==> config.mk <==
export PLATFORM = sky130hd
export DESIGN_NAME = fetch_pc_ctrl
export DESIGN_NICKNAME = d
export VERILOG_FILES = /design/src/rtl/cpu_pkg.sv /design/src/rtl/redirect_sel.sv /design/src/rtl/fetch_pc_ctrl.sv
export SDC_FILE = /design/constraint.sdc
export NUM_CORES = 1
export LEC_CHECK = 0
export CAP_MARGIN = 20
export CORE_MARGIN = 8
export CORE_UTILIZATION = 40
export DETAILED_ROUTE_END_ITERATION = 7
export GPL_TIMING_DRIVEN = 0
export HOLD_SLACK_MARGIN = 0.05
export PLACE_DENSITY = 0.81
export REMOVE_ABC_BUFFERS = 1
export SLEW_MARGIN = 20
export SYNTH_ARGS = -nofsm -noshare
export SYNTH_HDL_FRONTEND = slang
export SYNTH_SLANG_ARGS = --single-unit
==> constraint.sdc <==
create_clock -name clk -period 2.6 [get_ports clk]
set_input_delay 0.52 -clock clk [delete_from_list [all_inputs] [get_ports clk]]
set_output_delay 0.52 -clock clk [all_outputs]
set_load 0.005 [all_outputs]
==> src/rtl/cpu_pkg.sv <==
// Shared types and constants for the fetch stage: PC reset value, PC step and fetch FSM states.
package cpu_pkg;

    localparam int unsigned XLEN = 32;
    localparam logic [XLEN-1:0] RESET_PC = 32'hbfc0_0000;
    localparam logic [XLEN-1:0] PC_STEP  = 32'd4;

    typedef enum logic [1:0] {
        S_REQ,
        S_WAIT,
        S_HOLD,
        S_DROP
    } fetch_state_t;

endpackage

==> src/rtl/redirect_sel.sv <==
// Redirect priority mux: a cp0 exception/eret redirect wins over a branch/jump redirect.
module redirect_sel
    import cpu_pkg::*;
(
    input  logic            flush_exception,
    input  logic [XLEN-1:0] pc_exception,
    input  logic            branch_taken,
    input  logic [XLEN-1:0] branch_target,
    output logic            redir,
    output logic [XLEN-1:0] tgt
);

    assign redir = flush_exception | branch_taken;
    assign tgt   = flush_exception ? pc_exception : branch_target;

endmodule

==> src/rtl/fetch_pc_ctrl.sv <==
// F-stage PC owner and instruction-bus master (req/addr_ok/data_ok, one transaction outstanding).
// Optional macro FETCH_ADEL_CHECK_EN: misaligned PCs skip the bus and present a nop flagged pcErrorF.
module fetch_pc_ctrl
    import cpu_pkg::*;
(
    input  logic            clk,
    input  logic            rst,
    input  logic            stallF,
    input  logic            flush_exception,
    input  logic [XLEN-1:0] pc_exception,
    input  logic            branch_taken,
    input  logic [XLEN-1:0] branch_target,
    output logic            inst_req,
    output logic [XLEN-1:0] inst_addr,
    input  logic            inst_addr_ok,
    input  logic            inst_data_ok,
    input  logic [XLEN-1:0] inst_rdata,
    output logic [XLEN-1:0] pcF,
    output logic [XLEN-1:0] instF,
    output logic            inst_validF,
    output logic            pcErrorF
);

    fetch_state_t    state_q, state_d;
    logic [XLEN-1:0] pc_q, pc_d;
    logic [XLEN-1:0] inst_q, inst_d;
    logic            valid_q, valid_d;
    logic            err_q, err_d;
    logic            redir;
    logic [XLEN-1:0] tgt;
    logic            misaligned;

    redirect_sel u_redirect_sel (
        .flush_exception (flush_exception),
        .pc_exception    (pc_exception),
        .branch_taken    (branch_taken),
        .branch_target   (branch_target),
        .redir           (redir),
        .tgt             (tgt)
    );

`ifdef FETCH_ADEL_CHECK_EN
    assign misaligned = (pc_q[1:0] != 2'b00);
    assign inst_addr  = pc_q;
`else
    assign misaligned = 1'b0;
    assign inst_addr  = {pc_q[XLEN-1:2], 2'b00};
`endif

    assign inst_req    = (state_q == S_REQ) && !misaligned;
    assign pcF         = pc_q;
    assign instF       = inst_q;
    assign inst_validF = valid_q;
    assign pcErrorF    = err_q;

    // Next-state logic; an accepted address always leaves exactly one data_ok to absorb.
    always_comb begin
        state_d = state_q;
        pc_d    = pc_q;
        inst_d  = inst_q;
        valid_d = valid_q;
        err_d   = err_q;
        case (state_q)
            S_REQ: begin
                if (redir) begin
                    pc_d = tgt;
                    if (inst_addr_ok && inst_req) state_d = S_DROP;
                end else if (misaligned) begin
                    inst_d  = '0;
                    valid_d = 1'b1;
                    err_d   = 1'b1;
                    state_d = S_HOLD;
                end else if (inst_addr_ok) begin
                    state_d = S_WAIT;
                end
            end
            S_WAIT: begin
                if (redir) begin
                    pc_d    = tgt;
                    state_d = inst_data_ok ? S_REQ : S_DROP;
                end else if (inst_data_ok) begin
                    inst_d  = inst_rdata;
                    valid_d = 1'b1;
                    state_d = S_HOLD;
                end
            end
            S_HOLD: begin
                if (redir) begin
                    pc_d    = tgt;
                    valid_d = 1'b0;
                    err_d   = 1'b0;
                    state_d = S_REQ;
                end else if (!stallF) begin
                    pc_d    = pc_q + PC_STEP;
                    valid_d = 1'b0;
                    err_d   = 1'b0;
                    state_d = S_REQ;
                end
            end
            S_DROP: begin
                if (redir) pc_d = tgt;
                if (inst_data_ok) state_d = S_REQ;
            end
            default: state_d = S_REQ;
        endcase
    end

    always_ff @(posedge clk) begin
        if (rst) begin
            state_q <= S_REQ;
            pc_q    <= RESET_PC;
            inst_q  <= '0;
            valid_q <= 1'b0;
            err_q   <= 1'b0;
        end else begin
            state_q <= state_d;
            pc_q    <= pc_d;
            inst_q  <= inst_d;
            valid_q <= valid_d;
            err_q   <= err_d;
        end
    end

endmodule

==> impl_metrics.ini, run 1 <==
[synth]
syn_area_sq_mm = 0.003826
async_flop_share_pct = 0
yosys.area.top_type_share_pct = 35.06
yosysWarningCount = 0
yosys-top-cells-area = dfxtp_1, nand2_1, a21oi_1
synth_enable_flop_cells = 0
synth_area_leader_cell = dfxtp_1
synth_seq_cells = 67
yosysSeqAreaShare_pct = 35.06
synthFlopType = dfxtp_1
netlist-cell-type-count = 61
syn_area_per_cell_sq_um = 7.730
synthCells = 495

[layout]
final_util_pct = 63.25
nFillCells = 841
area_growth_pct = 53.47
multi_input_area_sq_mm = 0.002071
nets = 749
n_antenna_cell = 0
final_area_sq_mm = 0.005872
drive_gt1_share_pct = 6.769
seq_area_sq_mm = 0.001341

[placed_design]
dpl_cell_area_sq_mm = 0.005624
numPortBuffers = 198
routabilityCongestion = 0.8239
hpwl_microns = 10550

[die]
core_area_sq_mm = 0.009284
io_pins = 202
initial_core_util_pct = 41.21
rows = 35
die_w_microns = 113.8
dieArea_sq_mm = 0.01295
die_y_microns = 113.8

[worst_hold_path]
whs_path_depth = 2
hp-class = reg -> reg
holdPathEnd = instF[8]
holdCritStartpoint = instF[8]

[worst_setup_path]
reg2reg_from = pcF[2]
critPathRequiredTime_ns = 2.80
critPathMaxFanout = 25
crit_path_end_kind = register
path_buf_inv = 3
cp_cell_sequence = buf_2 -> buf_16 -> or2_1 -> nor2_2 -> nand3_1 -> buf_8 -> nand2_1 -> a21oi_1
cp-startpoint = flush_exception
critPathTopFamily = simple AND/OR/NAND/NOR gates
r2r_cells = 6
slowest_delay_ns = 0.41
crit_slowest_cell = nand3_1
reg2reg_to = pcF[24]
r2r_setup_slack_ns = 0.50
crit_type = in -> reg
start_kind = input port
cp_data_arrival_time_ns = 2.47

[global_routing]
grt_max_degree = 68
antenna_found_initial = 0
grt_pass1_vias = 4124
grt-ovfl-total = 0
grt_use_total_pct = 20.40
grt_pass1_wl_microns = 21230

[pwr]
ir_worst_vdd_uv = 222.0
leakage_nw = 2.080
power_density_mw_per_mm2 = 482.9

[clocking]
numCtsBuffers = 9
clock_latency_ns = 0.35
clk_pin_slew_ns = 0.08
clk_path_buf_depth = 2
cts.sink_count = 67
root_buffer = clkbuf_8
post_cts_buffers = 0
cts-htree-levels = 3
cts_tree = yes

[route]
wl_per_cell_microns = 18.21
wirelength_microns = 14180
ant_nets = 0
vias = 4236
viasPerCell = 5.438
first_pass_iters = 6
drtIter0Drc = 272
drc = 0

[timing]
fmax_mhz = 439.3
fin_crit_ns = 2.277
drv_slew = 0
maxSlewHeadroom_pct = 50.35
final.setup.tns_ns = 0
worst_slew_pin_slew_ns = 0.7448
hold_slack_ns = 0.4543
rsz0062_at_grt = false
fin_worst_skew_ns = 0.009807
setup_viol = 0
hold_violations = 0
finalCritPeriodShare_pct = 87.56

[outcome]
status = completed

[flow_run]
cap_violations = 0
how the worst max path moves through the flow:
stage	depth (start not counted)	slack [ns]	endpoint
floorplan	4	0.39	pcF[24]
global placement	6	-1.79	pcF[5]
detailed placement	6	-0.98	instF[6]
CTS	7	0.15	instF[4]
global route	8	0.17	instF[5]
finish	8	0.32	instF[4]
repair_timing:
action / in CTS / in global routing
hold buffers: 0 / 0
pin swaps: 0 / 0
resized for setup: 3 / 2
setup endpoints to repair: 56 / 23
area by class of cell:
| cell class | count | area share [%] |
|---|---|---|
| Timing Repair Buffer | 202 | 34.58 |
| Clock inverter | 6 | 1.896 |
| Inverter | 5 | 0.3196 |
| Multi-Input combinational cell | 360 | 35.27 |
| Clock buffer | 10 | 2.344 |
| Tap cell | 129 | 2.749 |
| Sequential cell | 67 | 22.84 |
synth_stat cells (2+ instances only):
| master | instances |
|---|---|
| a211oi_1 | 7 |
| a21o_1 | 2 |
| a21oi_1 | 59 |
| a221oi_1 | 3 |
| a2bb2oi_1 | 2 |
| a311oi_1 | 2 |
| a31oi_1 | 5 |
| and2_2 | 3 |
| and3_1 | 3 |
| and3_2 | 2 |
| and4_1 | 2 |
| and4_2 | 2 |
| buf_1 | 3 |
| buf_2 | 12 |
| buf_4 | 37 |
| buf_6 | 3 |
| clkbuf_1 | 10 |
| dfxtp_1 | 67 |
| inv_1 | 5 |
| mux2i_1 | 19 |
| nand2_1 | 92 |
| nand2b_1 | 4 |
| nand3_1 | 12 |
| nand4_1 | 5 |
| nor2_1 | 36 |
| nor2b_1 | 5 |
| nor3_1 | 8 |
| nor3b_1 | 3 |
| nor4_1 | 9 |
| o211ai_1 | 3 |
| o21ai_0 | 21 |
| o22ai_1 | 8 |
| o311ai_0 | 4 |
| o31ai_1 | 2 |
| o41ai_1 | 2 |
| or3_1 | 3 |
| xnor2_1 | 6 |
metal layers:
| layer | up-vias | GRT usage, % | part of all wire [%] |
|---|---|---|---|
| met5 | - | 0 | 0 |
| li1 | 2020 | - | - |
| met3 | 22 | 5.547 | 7.7 |
| met1 | 1990 | 21.49 | 37 |
| met4 | 0 | 7.365 | 1.6 |
| met2 | 204 | 37.87 | 54 |
worst min-delay path: cells and delay by family, from the launching register on:
family | cells | cell delay (ns)
AND/OR/NAND/NOR | 1 | 0.05
flip-flops | 1 | 0.31
AO/OA/AOI/OAI | 1 | 0.05
metrics by stage:
step | power, mW | setup slack (ns) | cells
after floorplan | 1.338 | 0.3863 | 432
after global placement | 1.741 | -1.793 | 759
after detailed placement | 1.763 | -0.9824 | 763
after CTS | 2.858 | 0.1456 | 779
after global routing | 2.943 | 0.1738 | 779
final | 2.835 | 0.3235 | 779
registers in the layout, indices dropped and copies added (netlist names):
register     flops
pcF             32
state_q          2
inst_validF      1
instF           32
layout by cell type (no fill, tap or decap), types with 3 or more instances in the layout:
cell and instances:
clkdlybuf4s50_1 195, nand2_1 92, dfxtp_1 67, a21oi_1 59, nor2_1 35, o21ai_0 21, mux2i_1 19, nand3_1 12
clkbuf_8 10, nor4_1 9, nor3_1 8, o22ai_1 8, a211oi_1 7, xnor2_1 6, nand4_1 5, inv_1 5
nor2b_1 5, a31oi_1 5, nand2b_1 4, o311ai_0 4, and3_2 3, and2_2 3, or3_1 3, o211ai_1 3
a221oi_1 3, conb_1 3, bufinv_16 3
where the power goes:
group / switching, mW / internal, mW / total [mW] / leakage (nW)
combinational: 0.229 / 0.365 / 0.595 / 1.41
sequential: 0.0747 / 1.07 / 1.15 / 0.549
clock: 0.427 / 0.665 / 1.09 / 0.123
total: 0.731 / 2.10 / 2.84 / 2.08
kinds of logic (layout without fill, tap and decap cells):
logic type	count (synthesis)	after routing	share of synthesized area, %
adders and majority gates	1	1	0.3270
xor gates and xnor gates	7	7	1.602
AOI/OAI and AO/OA	129	129	20.47
muxes	19	19	4.971
and+or+nand+nor	201	201	26.00
DFF	67	67	35.06
other	1	3	0.09801
buffers and inverters	70	223	11.48
Note: power is estimated with default switching activity, not from simulation.
==> inputs of run 2 (changes only) <==
--- a/config.mk
+++ b/config.mk
@@ -7,12 +7,14 @@
 export LEC_CHECK = 0
 export CAP_MARGIN = 20
 export CORE_MARGIN = 8
-export CORE_UTILIZATION = 40
+export CORE_UTILIZATION = 41
+export CTS_BUF_LIST = sky130_fd_sc_hd__clkbuf_8
 export DETAILED_ROUTE_END_ITERATION = 7
 export GPL_TIMING_DRIVEN = 0
 export HOLD_SLACK_MARGIN = 0.05
-export PLACE_DENSITY = 0.81
+export PLACE_DENSITY = 0.83
 export REMOVE_ABC_BUFFERS = 1
+export SKIP_LAST_GASP = 1
 export SLEW_MARGIN = 20
 export SYNTH_ARGS = -nofsm -noshare
 export SYNTH_HDL_FRONTEND = slang
==> run 2 against run 1 <==
Effect of this change:
- sequential power hardly changed
- power is 1.0% lower
- critical path type unchanged
- sequential cell count stayed put
- die area is 2.1% lower
- highest routed layer unchanged
==> impl_metrics.ini, run 2 (same netlist as run 1, synthesis figures left out) <==
[outcome]
status = completed

[die]
initial_core_util_pct = 41.80
dieArea_sq_mm = 0.01268
die_y_microns = 112.6
rows = 35
io_pins = 202
die_w_microns = 112.6
core_area_sq_mm = 0.009153

[timing]
maxSlewHeadroom_pct = 40.13
worst_slew_pin_slew_ns = 0.8948
fin_worst_skew_ns = 0.01109
hold_violations = 0
fmax_mhz = 395.0
setup_viol = 0
finalCritPeriodShare_pct = 97.37
rsz0062_at_grt = false
drv_slew = 0
fin_crit_ns = 2.532

[layout]
nets = 748
multi_input_area_sq_mm = 0.002085
final_util_pct = 63.84
seq_area_sq_mm = 0.001341
final_area_sq_mm = 0.005843
nFillCells = 801
n_antenna_cell = 0
area_growth_pct = 52.71
final_cell_mix = clkdlybuf4s50_1, nand2_1, dfxtp_1
drive_gt1_share_pct = 6.317
layout_commonest_cell = clkdlybuf4s50_1
fin_cells = 760

[clocking]
numCtsBuffers = 9
clk_pin_slew_ns = 0.07
clock_latency_ns = 0.34
root_buffer = clkbuf_8
cts-htree-levels = 3
cts.sink_count = 67
clk_path_buf_depth = 2
cts_tree = yes

[pwr]
combPwrFrac_pct = 21.2
swShare_pct = 25.96
p_int_mw = 2.077
ir_worst_vdd_uv = 328.7
power_density_mw_per_mm2 = 480.2
p_seq_share_pct = 41.0
leakage_nw = 2.074
power.switching_mw = 0.7285
pwr-share-clk_pct = 37.8
p_total_mw = 2.806

[worst_hold_path]
hp-class = reg -> reg
holdCritStartpoint = instF[6]
whs_path_depth = 2
holdPathEnd = instF[6]

[route]
vias = 4268
first_pass_iters = 5
drtIter0Drc = 258
viasPerCell = 5.616
ant_nets = 0
drc = 0
wirelength_microns = 14090
wl_per_cell_microns = 18.54

[global_routing]
grt_max_degree = 68
grt_pass1_vias = 4426
grt_pass1_wl_microns = 21800
grt-ovfl-total = 0
grt_use_total_pct = 21.02
antenna_found_initial = 0

[worst_setup_path]
crit_slowest_cell = nor2_1
critPathRequiredTime_ns = 2.80
cp_common_cell = a21oi_1
reg2reg_to = pcF[24]
cp_cell_sequence = dlygate4sd2_1 -> or2_1 -> nor2_1 -> nor3b_1 -> a21oi_1 -> a21oi_1
crit_type = in -> reg
path_buf_inv = 1
r2r_cells = 6
start_kind = input port
cp_data_arrival_time_ns = 2.73
crit_path_end_kind = register
critPathMaxFanout = 21
reg2reg_from = pcF[2]
slowest_delay_ns = 0.75
critPathTopFamily = simple AND/OR/NAND/NOR gates
r2r_setup_slack_ns = 0.43

[placed_design]
routabilityCongestion = 0.8477
numPortBuffers = 198
place_inst = 744
hpwl_microns = 10590
dpl_cell_area_sq_mm = 0.005592

[flow_run]
cap_violations = 0
==> run 2: worst max-delay path by stage <==
stage / start / endpoint / slack (ns) / depth (start not counted)
5_1_grt: branch_taken / pcF[29] / 0.03 / 6
4_1_cts: branch_taken / instF[18] / 0.13 / 6
3_5_place_dp: branch_taken / instF[3] / -1.03 / 6
2_1_floorplan: stallF / pcF[24] / 0.39 / 4
6_report: branch_taken / pcF[29] / 0.07 / 6
3_3_place_gp: flush_exception / pcF[5] / -1.68 / 6
==> run 2: what timing repair did <==
action                                  CTS  global route
gates resized for setup                   2             2
buffers inserted                          0             0
hold buffers                              0             0
endpoints found under the setup margin   56             7
==> run 2: final cells by class <==
class	instances	area share, %
multi-input cells	360	35.67
repair buffers	201	34.56
well taps	111	2.377
flip-flops and latches	67	22.96
inverters	5	0.3212
clock buffers	9	2.120
clock inverters	7	1.991
==> run 2: power groups by stage <==
stage	clock, mW	sequential (mW)	combinational (mW)
3_5_place_dp	0	1.17	0.594
3_3_place_gp	0	1.17	0.575
2_1_floorplan	0	1.16	0.174
4_1_cts	1.08	1.15	0.597
6_report	1.06	1.15	0.596
5_1_grt	1.13	1.16	0.644
==> run 2: worst register-to-register path, stage by stage, from the launching register on <==
cell	delay (ns)
dfxtp_1	0.48
ha_1	0.30
and4_1	0.30
nand3_4	0.18
or2_4	0.32
o41ai_1	0.36
a21oi_1	0.12
==> run 2: layer usage <==
| metal | vias up | share of wire (%) | track usage (%) |
|---|---|---|---|
| li1 | 2022 | - | - |
| met1 | 1994 | 38 | 22.50 |
| met2 | 218 | 53 | 38.51 |
| met3 | 34 | 7.3 | 4.616 |
| met4 | 0 | 2.2 | 9.442 |
| met5 | - | 0 | 0 |
==> run 2: metrics by stage <==
stage	hold slack (ns)	TNS [ns]	setup slack, ns
5_1_grt	0.4708	0	0.02872
3_5_place_dp	0.4453	-43.19	-1.026
3_3_place_gp	0.4404	-94.02	-1.679
4_1_cts	0.4556	0	0.1314
2_1_floorplan	0.4467	0	0.3863
6_report	0.4549	0	0.06829
